File: src/rtl/spi_slave_param.sv
// spi_slave_param: SPI slave with a one-word TX buffer and a single-entry RX holding register.
// Optional macro SPI_SLAVE_SYNC_EN adds a synchronizer flop ahead of each input sampling register.
module spi_slave_param #(
    parameter int DW        = 16,
    parameter int CPOL      = 0,
    parameter int CPHA      = 0,
    parameter int MSB_FIRST = 1
) (
    input  logic          clk,
    input  logic          reset,
    input  logic          sclk,
    input  logic          ssn,
    input  logic          mosi,
    output logic          miso,
    input  logic [DW-1:0] tx_data,
    input  logic          tx_load,
    output logic          tx_ready,
    output logic [DW-1:0] rx_data,
    output logic          rx_valid,
    input  logic          rx_ready,
    output logic          overrun,
    output logic          busy
);
    localparam int            CW             = $clog2(DW);
    localparam logic [CW-1:0] LAST           = CW'(DW - 1);
    localparam logic          SCLK_IDLE      = (CPOL != 0);
    localparam logic          SAMPLE_ON_RISE = ((CPOL != 0) == (CPHA != 0));

    typedef enum logic {S_IDLE, S_ACTIVE} state_t;

    state_t        state_q;
    logic [CW-1:0] cnt_q;
    logic [DW-1:0] rx_shift_q, tx_shift_q, rx_data_q, buf_q;
    logic          rx_valid_q, overrun_q, miso_q, buf_full_q, skip_q;
    logic          sclk_q, sclk_prev_q, ssn_q, ssn_prev_q, mosi_q;
    logic          sclk_in, ssn_in, mosi_in;

    function automatic logic head_bit(input logic [DW-1:0] w);
        return (MSB_FIRST != 0) ? w[DW-1] : w[0];
    endfunction

    function automatic logic [DW-1:0] advance(input logic [DW-1:0] w);
        return (MSB_FIRST != 0) ? {w[DW-2:0], 1'b0} : {1'b0, w[DW-1:1]};
    endfunction

`ifdef SPI_SLAVE_SYNC_EN
    logic sclk_sync_q, ssn_sync_q, mosi_sync_q;

    always_ff @(posedge clk or posedge reset) begin
        if (reset) begin
            sclk_sync_q <= SCLK_IDLE;
            ssn_sync_q  <= 1'b1;
            mosi_sync_q <= 1'b0;
        end else begin
            sclk_sync_q <= sclk;
            ssn_sync_q  <= ssn;
            mosi_sync_q <= mosi;
        end
    end

    assign sclk_in = sclk_sync_q;
    assign ssn_in  = ssn_sync_q;
    assign mosi_in = mosi_sync_q;
`else
    assign sclk_in = sclk;
    assign ssn_in  = ssn;
    assign mosi_in = mosi;
`endif

    always_ff @(posedge clk or posedge reset) begin
        if (reset) begin
            sclk_q      <= SCLK_IDLE;
            sclk_prev_q <= SCLK_IDLE;
            ssn_q       <= 1'b1;
            ssn_prev_q  <= 1'b1;
            mosi_q      <= 1'b0;
        end else begin
            sclk_q      <= sclk_in;
            sclk_prev_q <= sclk_q;
            ssn_q       <= ssn_in;
            ssn_prev_q  <= ssn_q;
            mosi_q      <= mosi_in;
        end
    end

    logic          sclk_rise, sclk_fall, ssn_fall, ssn_rise, sample_edge, shift_edge;
    logic          wrap, word_start;
    logic [DW-1:0] rx_shift_d, tx_word_d;

    assign sclk_rise   = sclk_q & ~sclk_prev_q;
    assign sclk_fall   = ~sclk_q & sclk_prev_q;
    assign ssn_fall    = ~ssn_q & ssn_prev_q;
    assign ssn_rise    = ssn_q & ~ssn_prev_q;
    assign sample_edge = SAMPLE_ON_RISE ? sclk_rise : sclk_fall;
    assign shift_edge  = SAMPLE_ON_RISE ? sclk_fall : sclk_rise;
    assign rx_shift_d  = (MSB_FIRST != 0) ? {rx_shift_q[DW-2:0], mosi_q} : {mosi_q, rx_shift_q[DW-1:1]};
    assign tx_word_d   = buf_full_q ? buf_q : '0;
    assign wrap        = (state_q == S_ACTIVE) && sample_edge && (cnt_q == LAST);
    assign word_start  = ((state_q == S_IDLE) && ssn_fall) || (wrap && !ssn_q);

    // With CPHA=0 a back-to-back word already shows its first bit at the wrap,
    // so the trailing shift edge of the previous word must not advance it.
    always_ff @(posedge clk or posedge reset) begin
        if (reset) begin
            state_q    <= S_IDLE;
            cnt_q      <= '0;
            rx_shift_q <= '0;
            tx_shift_q <= '0;
            rx_data_q  <= '0;
            rx_valid_q <= 1'b0;
            overrun_q  <= 1'b0;
            miso_q     <= 1'b0;
            buf_q      <= '0;
            buf_full_q <= 1'b0;
            skip_q     <= 1'b0;
        end else begin
            overrun_q <= 1'b0;
            if (rx_valid_q && rx_ready) rx_valid_q <= 1'b0;
            case (state_q)
                S_IDLE: begin
                    miso_q <= 1'b0;
                    cnt_q  <= '0;
                    skip_q <= 1'b0;
                    if (ssn_fall) state_q <= S_ACTIVE;
                end
                S_ACTIVE: begin
                    if (sample_edge) begin
                        rx_shift_q <= rx_shift_d;
                        cnt_q      <= wrap ? '0 : cnt_q + 1'b1;
                        if (wrap) begin
                            rx_data_q  <= rx_shift_d;
                            rx_valid_q <= 1'b1;
                            overrun_q  <= rx_valid_q && !rx_ready;
                        end
                    end else if (shift_edge) begin
                        if (skip_q) begin
                            skip_q <= 1'b0;
                        end else begin
                            miso_q     <= head_bit(tx_shift_q);
                            tx_shift_q <= advance(tx_shift_q);
                        end
                    end
                    if (ssn_rise) begin
                        state_q <= S_IDLE;
                        cnt_q   <= '0;
                        miso_q  <= 1'b0;
                        skip_q  <= 1'b0;
                    end
                end
            endcase
            if (word_start) begin
                buf_full_q <= 1'b0;
                if (CPHA == 0) begin
                    miso_q     <= head_bit(tx_word_d);
                    tx_shift_q <= advance(tx_word_d);
                    skip_q     <= (state_q == S_ACTIVE);
                end else begin
                    tx_shift_q <= tx_word_d;
                end
            end
            if (tx_load && !buf_full_q) begin
                buf_q      <= tx_data;
                buf_full_q <= 1'b1;
            end
        end
    end

    assign miso     = miso_q;
    assign tx_ready = ~buf_full_q;
    assign rx_data  = rx_data_q;
    assign rx_valid = rx_valid_q;
    assign overrun  = overrun_q;
    assign busy     = (state_q == S_ACTIVE);
endmodule

File: config.mk
export PLATFORM = sky130hd
export DESIGN_NAME = spi_slave_param
export DESIGN_NICKNAME = d
export VERILOG_FILES = /design/src/rtl/spi_slave_param.sv
export SDC_FILE = /design/constraint.sdc
export NUM_CORES = 1
export LEC_CHECK = 0
export CAP_MARGIN = 20
export CORE_UTILIZATION = 49
export CTS_BUF_LIST = sky130_fd_sc_hd__clkbuf_8 sky130_fd_sc_hd__clkbuf_16
export CTS_CLUSTER_DIAMETER = 80
export DETAILED_ROUTE_END_ITERATION = 7
export PLACE_DENSITY = 0.75
export SYNTH_ARGS = -nofsm -noshare
export SYNTH_HDL_FRONTEND = slang
export SYNTH_SLANG_ARGS = --single-unit
File: constraint.sdc
create_clock -name clk -period 2.2 [get_ports clk]
set_input_delay 0.44 -clock clk [delete_from_list [all_inputs] [get_ports clk]]
set_output_delay 0.44 -clock clk [all_outputs]
set_load 0.05 [all_outputs]
* After elaboration in Yosys (flattened, before gate mapping)
Index checks and enable logic that the tools add are counted.
** Storage, ports and cells
- Output and inout bits :: 21
- Register bits :: 78
- Logic and storage cells :: 86
- Input port bits :: 23
** Cells by class
- Eq/ne operators :: 7
- Reductions and logical operators :: 19
- Mux-type cells :: 33
- Add/subtract/negate cells :: 1
- Bitwise operators :: 10
** Operator list (count)
- 16-bit 2-to-1 mux :: 6
- 1-bit 2-to-1 mux :: 20
- 4-bit 2-to-1 mux :: 3
- 4-bit case mux with 2 select lines :: 1
- 1-bit logical AND :: 7
- 1-bit inverter :: 6
- 1-bit case mux with 2 select lines :: 3
- 3-bit AND reduction :: 2
- 2-bit nonzero test :: 3
- 4-bit by 1-bit adder with 4-bit output (second input constant) :: 1
- 1-bit bitwise AND :: 4
- 4-bit equality test (second input constant) :: 1
- 2-bit by 1-bit != test with 1-bit output (second input constant) :: 2
- 4-bit by 1-bit != test with 1-bit output (second input constant) :: 1
- 4-bit by 2-bit != test with 1-bit output (second input constant) :: 1
- 4-bit by 3-bit != test with 1-bit output (second input constant) :: 1
- 2-bit AND reduction :: 2
- 4-bit AND reduction :: 1
- 1-bit zero test :: 3
- 3-bit by 1-bit != test with 1-bit output (second input constant) :: 1
- 1-bit logical OR :: 1

* Logic depth before layout (Yosys ltp)
Gate-level depths: netlist of run 1.
- Word-level depth :: 8
- Mapped depth :: 7
- Mapped depth without buffers :: 5

* Worst setup path after synthesis of run 1
Ideal clock, no wire load.
- Path type :: register to register
- Start :: reg state_q (netlist: busy)
- End :: reg miso_q (netlist: miso)
- Clock period less this slack :: 1.718 ns
- Path slack :: 0.482 ns
- Buffers on the path :: 2
- Arrival time :: 1.587 ns
- Data required time :: 2.069 ns
- Stages on the path, launching flop included :: 6
- Library setup time :: 0.131 ns
- Cell sequence :: dfrtp_1 buf_2 and4_1 buf_4 nor4b_1 or3_1
** Between the ends
- Word-level cells in the longest chain between the ends :: 6
- Elaborated cells on any way between the ends :: 12
- Those cells by class :: eq/ne (3); mux (2); bitwise (1); reduce/logical (6)
** RTL lines
- start: declaration :: line 31 : state_t state_q;
- start signal: assignment :: line 105 : state_q <= S_IDLE;
- start signal: assignment :: line 124 : if (ssn_fall) state_q <= S_ACTIVE;
- start signal: assignment :: line 144 : state_q <= S_IDLE;
- 1-bit logical AND (2 in series) :: line 98 : assign wrap = (state_q == S_ACTIVE) && sample_edge && (cnt_q == LAST);
- 1-bit logical AND :: line 99 : assign word_start = ((state_q == S_IDLE) && ssn_fall) || (wrap && !ssn_q);
- 1-bit logical OR :: line 99
- 4-bit by 2-bit != test with 1-bit output (no source line), or another cell as far along
- 3-bit AND reduction (no source line)
- end signal: assignment :: line 139 : miso_q <= head_bit(tx_shift_q);
- end signal: assignment :: line 154 : miso_q <= head_bit(tx_word_d);
- end: declaration :: line 34 : logic rx_valid_q, overrun_q, miso_q, buf_full_q, skip_q;
Parallel ways exist; a longest one is shown, timed or not.
A chain may end at the register's enable or synchronous reset.

* Final worst setup path of run 1
- Start :: reg rx_data_q[6] (netlist: rx_data[6])
- End :: out rx_data[6]
** RTL lines
- start: declaration :: line 33 : logic [DW-1:0] rx_shift_q, tx_shift_q, rx_data_q, buf_q;
- start signal: assignment :: line 131 : rx_data_q <= rx_shift_d;
- end: declaration :: line 18 : output logic [DW-1:0] rx_data,
No word-level cell between the ends.

==> impl_metrics.py, run 1 <==
metrics = {
    "logic_synthesis": {
        "synthSimpleGateAreaFrac": 0.125,
        "synthArstFlopShare": 1.00,
        "avgSynthCellArea_um2": 12.4,
        "yosys.area.top_type": "dfrtp_1",
        "ys.flop_type": "dfrtp_1",
        "synth_warnings": 0,
        "synth_fa_ha_area_frac": 0.00709,
        "synth.area.top_cells": "dfrtp_1 59%, mux2_2 11%, mux2i_1 9.5%",
        "syn-num-nets": 280,
        "synth_compound_area_frac": 0.0197,
        "syn_area_um2": 3180,
        "synthXorXnorAreaFrac": 0.00551,
        "synth_seq_cells": 77,
        "synthMuxAreaShare": 0.204,
        "synth_cell_types": 32,
        "synth_top_area_frac": 0.591,
        "synth_edf_count": 0,
        "ys_seq_area_frac": 0.607,
        "syn_inst": 256,
        "synth_top_family_by_area": "multiplexers",
    },
    "global_route": {
        "gr-usage-all-layers": 0.180,
        "grt_max_degree": 78,
        "antenna_found_initial": 0,
        "grt_pass1_wl_um": 8900,
        "overflow": 0,
        "first_global_vias": 2046,
    },
    "setup_path": {
        "worstPathCellList": "clkdlybuf4s50_1",
        "critical_path.max_stage_delay_ns": 0.81,
        "critPathMaxFanout": 2,
        "required_ns": 1.76,
        "arrival_ns": 1.51,
        "critPathBufInv": 1,
        "crit_slowest_cell": "clkdlybuf4s50_1",
        "r2r_start": "cnt_q[0]$_DFFE_PP0P_",
        "r2r_cells": 6,
        "crit_end": "rx_data[6]",
        "critPathLaunchType": "flip-flop",
        "timing.rr.end": "tx_shift_q[2]$_DFFE_PP0P_",
        "crit_type": "reg -> out",
        "cpLargestDelayFamily": "buffers and inverters",
        "cp.depth": 1,
        "cp-startpoint": "rx_data[6]$_DFFE_PP0P_",
        "worstSetupEndpointType": "primary output",
        "ff2ff_setup_slack_ns": 0.41,
    },
    "power_and_ir_drop": {
        "internal_power_uw": 2740,
        "p_clk_frac": 0.261,
        "leakagePower_uw": 0.00180,
        "power_uw": 3790,
        "p_per_area_nw_per_um2": 977,
        "power_frac_seq": 0.536,
        "p_sw_uw": 1050,
        "p_comb_frac": 0.204,
        "swShare": 0.276,
        "vdd_ir_drop_max_v": 0.000724,
    },
    "floorplanning": {
        "dieWidth_um": 82.5,
        "core_area_um2": 6100,
        "row_count": 28,
        "ios": 44,
        "die_area_um2": 6810,
        "start_util": 0.521,
        "die_h_um": 82.5,
    },
    "final_layout": {
        "most-common-layout-cells": "75 x dfrtp_1, 70 x nand2_1, 41 x clkdlybuf4s50_1, 31 x mux2_2, 30 x mux2i_1",
        "synthToLayoutAreaGrowth_pct": 22.2,
        "drive_gt1_frac": 0.191,
        "layout_commonest_cell": "dfrtp_1",
        "diodes": 0,
        "fin_nets": 328,
    },
    "clock_tree": {
        "cts_root_buf": "clkbuf_8",
        "cts_tree": "yes",
        "clkLatencyLatePin_ns": 0.34,
        "h-tree-depth": 3,
        "hold_buffers": 0,
        "cts_max_path_buffers": 2,
        "cts_buffers": 9,
        "clk_pin_slew_ns": 0.07,
        "cts_sinks": 77,
    },
    "timing": {
        "final_max_slew_viol_count": 0,
        "hold_viol_final": 0,
        "post-route-min-period_ns": 1.95,
        "timing.slew.headroom": 0.577,
        "setup_viol": 0,
        "rsz0062_at_grt": "false",
        "final.setup.tns_ns": 0,
        "finClkSkew_ns": 0.00359,
        "period_share": 0.887,
        "fmax_mhz": 512,
        "tightest_slew_ns": 0.633,
    },
    "drt": {
        "drt_iter0_markers": 94,
        "route.detailed.drc": 0,
        "viasPerCell": 5.16,
        "vias": 1980,
        "firstDrtPassIters": 4,
        "wl_um": 5290,
        "ant_nets": 0,
        "wl_per_cell_um": 13.8,
    },
    "placed_design": {
        "gp_congestion": 0.729,
        "portBuffers": 43,
        "hpwl_um": 3480,
    },
    "min_path": {
        "hold_path.class": "reg -> reg",
    },
    "job": {
        "maxCapViolCount": 0,
    },
    "status": {
        "status": "finished, final reports clean",
    },
}
-- worst min path at each step --
stage	depth (start not counted)	slack [ns]	to	startpoint
6_report	0	0.42	ssn_prev_q$_DFF_PP1_	ssn_q$_DFF_PP1_
5_1_grt	0	0.43	ssn_prev_q$_DFF_PP1_	ssn_q$_DFF_PP1_
4_1_cts	0	0.43	ssn_prev_q$_DFF_PP1_	ssn_q$_DFF_PP1_
3_5_place_dp	0	0.41	ssn_prev_q$_DFF_PP1_	ssn_q$_DFF_PP1_
3_3_place_gp	0	0.41	ssn_prev_q$_DFF_PP1_	ssn_q$_DFF_PP1_
2_1_floorplan	0	0.40	ssn_prev_q$_DFF_PP1_	ssn_q$_DFF_PP1_
-- per-layer routing --
layer | GRT usage | routed length, um
met1 | 0.206 | 2350
met2 | 0.306 | 2600
met3 | 0.0495 | 189
met4 | 0.0983 | 140
met5 | 0 | 0
-- layout make-up --
type,count,area (um^2)
fill,516,2210
clock buffer,13,179
multi-input combinational,161,1150
clock inverter,3,11.3
timing repair buffer,50,495
tap,75,93.8
sequential,77,1930
inverter,5,22.5
-- repair_timing --
item | 4_1_cts | 5_1_grt
gates resized for setup | 0 | 1
endpoints found under the hold margin | 0 | 0
setup endpoints to repair | 0 | 1
setup buffers | 0 | 0
-- cell usage after synthesis (2+ instances only) --
master,number
buf_6,2
inv_1,5
a21oi_1,2
dfstp_2,2
dfrtp_1,75
nand2b_1,2
or3_1,2
nor3_1,2
mux2i_1,30
nand2_1,70
o21ai_0,3
buf_2,9
mux2_2,31
and2_1,2
xor2_1,2
-- cells by family after synthesis --
family | after synthesis
simple gates | 87
flops | 77
mux | 61
buf+inv | 18
compound gates | 9
xor+xnor | 2
fa+ha+maj | 2
-- through the flow --
step / instance area [um^2] / instances / setup WS, ns / hold WS, ns / util
2_1_floorplan: 3180 / 256 / 0.482 / 0.398 / -
3_3_place_gp: 3690 / 368 / 0.411 / 0.413 / 0.605
3_5_place_dp: 3690 / 368 / 0.404 / 0.413 / 0.605
4_1_cts: 3880 / 384 / 0.0290 / 0.425 / 0.636
5_1_grt: 3880 / 384 / 0.186 / 0.433 / 0.637
6_report: 3880 / 384 / 0.248 / 0.424 / 0.637
-- power by group through the flow --
stage | clock network, uW | logic (uW) | registers [uW]
3_5_place_dp | 0 | 785 | 2060
5_1_grt | 1080 | 856 | 2080
6_report | 988 | 771 | 2030
2_1_floorplan | 0 | 627 | 1980
3_3_place_gp | 0 | 747 | 2050
4_1_cts | 1020 | 789 | 2040
-- sequential cells by signal, summed over array words and instances (netlist names) --
| register | count |
|---|---|
| buf_q | 16 |
| rx_data | 16 |
| rx_shift_q | 15 |
| tx_shift_q | 15 |
| cnt_q | 4 |
| buf_full_q | 1 |
| busy | 1 |
| miso | 1 |
| mosi_q | 1 |
| overrun | 1 |
| rx_valid | 1 |
| sclk_prev_q | 1 |
| sclk_q | 1 |
| skip_q | 1 |
| ssn_prev_q | 1 |
| ssn_q | 1 |
Power figures use the tool's default switching activity.
==> run 2: changes to the inputs <==
- SLEW_MARGIN: unset -> 20
==> results of run 2 <==
Final layout, timing and power as in run 1 (identical DEF).
==> run 3: changes to the inputs <==
- CAP_MARGIN: 20 -> unset
==> results of run 3 <==
Final layout, timing and power as in run 1 (identical DEF).
